`config.mk`:
```
export PLATFORM = sky130hd
export DESIGN_NAME = bus_responder
export DESIGN_NICKNAME = d
export VERILOG_FILES = /design/src/rtl/bus_responder.sv
export SDC_FILE = /design/constraint.sdc
export NUM_CORES = 1
export LEC_CHECK = 0
export BUFFER_PORTS_ARGS = -buffer_cell sky130_fd_sc_hd__clkbuf_2
export CORE_MARGIN = 2
export CORE_UTILIZATION = 59
export CTS_BUF_LIST = sky130_fd_sc_hd__clkbuf_16
export CTS_CLUSTER_DIAMETER = 40
export DETAILED_ROUTE_END_ITERATION = 10
export PLACE_DENSITY = 0.84
export SLEW_MARGIN = 30
export SYNTH_ARGS = -nofsm -noshare
export SYNTH_HDL_FRONTEND = slang
export SYNTH_SLANG_ARGS = --single-unit
export TNS_END_PERCENT = 50
```
`constraint.sdc`:
```
create_clock -name clk -period 2.9 [get_ports clk]
set_clock_uncertainty 0.2 [all_clocks]
set_input_delay 0.145 -clock clk [delete_from_list [all_inputs] [get_ports clk]]
set_output_delay 0.145 -clock clk [all_outputs]
set_load 0.03 [all_outputs]
```
`src/rtl/bus_responder.sv`:
```
// Single-outstanding request/response responder backed by a small register file.
// Optional BUS_RSP_ERRCNT_EN adds a saturating error counter on port err_cnt.
module bus_responder #(
  parameter int DATA_W = 8,
  parameter int ADDR_W = 4,
  parameter int DEPTH  = 8
) (
  input  logic              clk,
  input  logic              rst_n,
  input  logic              req_valid,
  output logic              req_ready,
  input  logic              req_write,
  input  logic [ADDR_W-1:0] req_addr,
  input  logic [DATA_W-1:0] req_wdata,
  output logic              rsp_valid,
  input  logic              rsp_ready,
  output logic [DATA_W-1:0] rsp_rdata,
  output logic              rsp_err,
  output logic [7:0]        txn_cnt
`ifdef BUS_RSP_ERRCNT_EN
  ,
  output logic [7:0]        err_cnt
`endif
);

  localparam int          IDX_W   = (DEPTH > 1) ? $clog2(DEPTH) : 1;
  localparam int unsigned DEPTH_U = DEPTH;

  typedef enum logic {IDLE, RESP} state_t;

  state_t state, state_nxt;

  logic [DATA_W-1:0] mem [DEPTH];
  logic              accept;
  logic              complete;
  logic              in_range;
  logic [IDX_W-1:0]  idx;

  assign accept   = req_valid && req_ready;
  assign complete = rsp_valid && rsp_ready;
  assign in_range = 32'(req_addr) < DEPTH_U;
  assign idx      = IDX_W'(req_addr);

  always_ff @(posedge clk) begin
    if (!rst_n) state <= IDLE;
    else        state <= state_nxt;
  end

  always_comb begin
    state_nxt = state;
    case (state)
      IDLE:    if (accept) state_nxt = RESP;
      RESP:    if (complete && !accept) state_nxt = IDLE;
      default: state_nxt = IDLE;
    endcase
  end

  // req_ready is combinational on rsp_ready so a completing response frees the slot the same cycle.
  always_comb begin
    rsp_valid = (state == RESP);
    req_ready = !rsp_valid || rsp_ready;
  end

  always_ff @(posedge clk) begin
    if (!rst_n) begin
      for (int unsigned i = 0; i < DEPTH_U; i++) mem[i] <= '0;
    end else if (accept && req_write && in_range) begin
      mem[idx] <= req_wdata;
    end
  end

  always_ff @(posedge clk) begin
    if (!rst_n) begin
      rsp_rdata <= '0;
      rsp_err   <= 1'b0;
    end else if (accept) begin
      rsp_err   <= !in_range;
      rsp_rdata <= (!req_write && in_range) ? mem[idx] : '0;
    end else if (complete) begin
      rsp_rdata <= '0;
      rsp_err   <= 1'b0;
    end
  end

  always_ff @(posedge clk) begin
    if (!rst_n)        txn_cnt <= '0;
    else if (complete) txn_cnt <= txn_cnt + 8'd1;
  end

`ifdef BUS_RSP_ERRCNT_EN
  always_ff @(posedge clk) begin
    if (!rst_n)                                    err_cnt <= '0;
    else if (complete && rsp_err && err_cnt != '1) err_cnt <= err_cnt + 8'd1;
  end
`endif

endmodule
```
# --- Word-level counts from Yosys, hierarchy flattened ---
# Memories as Yosys holds them, arrays and structs flattened.
# Index checks and enable logic that the tools add are counted.
word_totals:
  output_inout_bits: 19
  register_bits: 18
  mem_count: 1
  input_bits: 17
  wordCells: 36
  ramBits: 64
mem_list:
  columns: ["name", "words", "word_bits", "rd", "rd_clocked_by_memory_dff", "write_ports", "line_no", "rtl"]
  rows:
  - ["mem", 8, 8, 1, 0, 8, "33", "logic [DATA_W-1:0] mem [DEPTH];"]
classes:
  reduce_logical: 13
  addsub: 1
  muxes: 15
  n_bitwise: 1
  n_lt_le_gt_ge: 1
ops:
  columns: ["cell", "n"]
  rows:
  - ["8-bit 2-to-1 mux", 4]
  - ["1-bit 2-to-1 mux", 9]
  - ["8-bit by 1-bit adder with 8-bit output, second input constant", 1]
  - ["8-bit OR reduction", 1]
  - ["1-bit logical AND", 6]
  - ["1-bit logical NOT", 4]
  - ["4-bit less-than comparator, second input constant", 1]
  - ["3-bit 2-to-1 mux", 1]
  - ["1-bit one-hot mux with 2 select lines", 1]
  - ["2-bit nonzero test", 1]
  - ["1-bit logical OR", 1]
  - ["1-bit inverter", 1]

# --- Longest topological paths before layout ---
depth:
  ltp_word: 10
  mapped_depth: 6
  ltp_nobuf: 4

# --- Worst setup path after synthesis ---
# Ideal clock, no wire load.
synth_timing:
  path_type: "reg2reg"
  from: "reg state, in the netlist rsp_valid"
  to: "mem mem[0][0], enable pin"
  period_less_slack_ns: 2.811
  arrival_time_ns: 2.225
  stages_incl_launch_ff: 6
  path_buffers: 2
  slack_ns: 0.089
  t_required_ns: 2.313
  setup_time_ns: 0.387
  cell_sequence: "dfxtp_1 buf_2 nand2b_1 nand4_1 clkbuf_1 o31ai_1"
synth_rtl:
  columns: ["element", "line_no", "rtl"]
  rows:
  - ["start: declaration", "31", "state_t state, state_nxt;"]
  - ["start signal: assignment", "46", "else state <= state_nxt;"]
  - ["end: declaration", "33", null]

==> flow_summary.json <==
{
  "ff2ff_setup_slack_ns": 0.60,
  "dieWidth_um": 83.7,
  "synthCells": 289,
  "drv_cap": 0,
  "setup_violations": 0,
  "cts_resized": 0,
  "numPortBuffers": 35,
  "cts_max_level": 3,
  "status": "completed",
  "power.share.clock_pct": 42.4,
  "synth_top_cell_by_area": "edfxtp_1",
  "ant_nets": 0,
  "timing.rr.end": "mem[6][5]",
  "syn_area_mm2": 0.00375,
  "start_util_pct": 60.0,
  "grt_pass1_vias": 2583,
  "cts_buffer_depth": 2,
  "num_antenna_cells": 0,
  "antenna_found_initial": 0,
  "fp.dieArea_mm2": 0.00700,
  "vias": 2583,
  "hold_path_depth": 4,
  "r2r_start": "rsp_valid",
  "tns_ns": 0,
  "die_h_um": 83.7,
  "final_hold_viol_count": 0,
  "synth_edf_count": 64,
  "syn_to_final_growth_pct": 16.6,
  "worst-r2r-cell-count": 5,
  "ios": 36,
  "post_drt_wl_per_cell_um": 19.6,
  "gp_congestion": 0.872,
  "dr.pass1.iters": 5,
  "path_class": "input port to flip-flop",
  "num_rows": 29,
  "synth.top_cell.area_share_pct": 51.3,
  "grt_use_total_pct": 25.0,
  "slew-limit-headroom_pct": 50.8,
  "cts.clk_slew.worst_paths_ns": 0.06,
  "synth_cell_types": 32,
  "swShare_pct": 22.6,
  "p_seq_share_pct": 49.7,
  "min_period_over_period_pct": 80.2,
  "synthArstFlopShare_pct": 0,
  "syn-mean-instance-area_um2": 13.0,
  "drt_iter0_markers": 232,
  "worstPathRequired_ns": 2.75,
  "yosysWarnings": 0,
  "viasPerCell": 6.24,
  "grt_pass1_wl_mm": 13.1,
  "min_path_type": "input port to flip-flop",
  "comb_power_share_pct": 7.9,
  "cp-start-kind": "input port",
  "clock.fmax_mhz": 430,
  "ys.flop_type": "edfxtp_1",
  "hold-worst-slack_ns": 0.0304,
  "synth_area_leaders": "edfxtp_1, dfxtp_1, nor3_1, mux2_1, mux4_2",
  "path_max_fanout": 14,
  "cp-end-kind": "flip-flop",
  "ys_seq_elements": 82,
  "core_area_mm2": 0.00624,
  "cts.sinks": 82,
  "p_switching_mw": 0.595,
  "routed_wl_mm": 8.12,
  "cp.arrival_ns": 2.18,
  "p_leak_nw": 1.63,
  "seq_area_frac_synth_pct": 60.9,
  "drc": 0,
  "overflow": 0,
  "min_period_ns": 2.33,
  "grt_max_degree": 31,
  "syn-num-nets": 307,
  "max_slew.worst_pin.slew_ns": 0.733,
  "root_buffer": "clkbuf_16",
  "numCtsBuffers": 9,
  "cts_tree": "yes",
  "whs_endpoint": "txn_cnt[0]",
  "dp_hpwl_mm": 5.86,
  "hold_start": "rsp_ready",
  "layout.nets": 350,
  "slew_viol_final": 0,
  "insertion_delay_ns": 0.34,
  "grt_setup_unrepaired": "no",
  "ir_drop_v": 0.000443,
  "p_int_mw": 2.03,
  "power_density_mw_per_mm2": 602,
  "drive_above_1_share_pct": 27.3
}
Yosys cell counts, drive strengths merged (3+ instances only):
library cell / n
a22o: 8
nand3: 5
dfxtp: 18
o31ai: 10
inv: 6
nor3: 64
a21oi: 7
mux4: 8
buf: 6
mux2: 32
nor2: 3
nand2: 24
o21ai: 3
edfxtp: 64
clkbuf: 15
or3: 3
logic make-up after synthesis:
family | count (synthesis) | share of synthesized area [%]
simple gates | 107 | 13.9
flops | 82 | 60.9
mux | 41 | 15.4
compound gates | 29 | 5.44
buf+inv | 27 | 3.54
xor+xnor | 2 | 0.468
fa+ha+maj | 1 | 0.334
power groups by stage:
stage | sequential (mW) | combinational, mW | clock (mW)
CTS | 1.31 | 0.205 | 1.13
global placement | 1.33 | 0.193 | 0
global route | 1.31 | 0.223 | 1.18
detailed placement | 1.33 | 0.200 | 0
floorplan | 1.34 | 0.129 | 0
finish | 1.31 | 0.209 | 1.11
what timing repair did:
item                                    in CTS  in global routing
hold buffers                                 3                  0
setup buffers                                0                  1
endpoints found under the setup margin       0                  5
endpoints found under the hold margin        3                  0
how the worst max path moves through the flow:
stage	depth (start not counted)	endpoint	slack (ns)	startpoint
finish	7	mem[6][5]	0.57	req_addr[3]
global placement	4	mem[1][7]	0.32	rst_n
detailed placement	4	mem[7][0]	0.1	rst_n
CTS	5	mem[3][4]	0.09	req_addr[3]
floorplan	5	mem[0][0]	0.09	rsp_valid
global route	7	mem[6][6]	0.51	req_addr[3]
metal layers:
metal | vias up | part of all wire (%) | GRT usage [%] | wire length (um)
li1 | 1201 | - | - | -
met1 | 1255 | 41 | 32.9 | 3300
met2 | 112 | 50 | 39.7 | 4070
met3 | 15 | 7.1 | 5.64 | 577
met4 | 0 | 2.1 | 11.9 | 170
met5 | - | 0 | 0 | 0
cell usage in the layout (no fill, tap or decap), drive strengths merged:
cell / instances
dfxtp: 18
o21ai: 3
clkbuf: 44
nor2b: 1
or3: 3
a21oi: 7
nand2b: 1
nand3: 5
clkinv: 3
edfxtp: 64
o31ai: 10
mux2i: 1
nand4: 2
bufinv: 1
dlygate4sd3: 3
nand2: 24
a32oi: 1
nor2: 3
clkinvlp: 2
ha: 1
mux4: 8
inv: 7
and2: 1
and4b: 1
buf: 15
a22o: 8
xor2: 2
mux2: 32
or4: 2
nor3: 64
flip-flops by register name, summed over array words and instances, names as in the netlist:
register / flops
mem: 64
rsp_err: 1
rsp_rdata: 8
rsp_valid: 1
txn_cnt: 8
metrics by stage:
step | cell area [um2] | power [mW] | util [%] | setup WS [ns] | std cells
after floorplan | 3750 | 1.46 | - | 0.0886 | 289
after global placement | 4010 | 1.52 | 64.3 | 0.324 | 394
after detailed placement | 4020 | 1.53 | 64.5 | 0.0990 | 394
after CTS | 4350 | 2.64 | 69.7 | 0.0923 | 413
after global routing | 4370 | 2.72 | 70.0 | 0.505 | 414
final | 4370 | 2.63 | 70.0 | 0.574 | 414
worst max-delay path, cell delays in order:
cell,delay [ns]
dlygate4sd3_1,0.55
clkbuf_2,0.12
nor2b_1,0.16
nand4_1,0.18
buf_4,0.24
o31ai_1,0.53
buf_4,0.25
final cells by class:
cell class | count | area (um2)
multi-input cells | 180 | 1350
inverters | 6 | 22.5
repair buffers | 53 | 318
well taps | 77 | 96.3
clock inverters | 7 | 71.3
clock buffers | 9 | 225
fillers | 450 | 1870
flip-flops and latches | 82 | 2280
(Power assumes the default switching activity.)
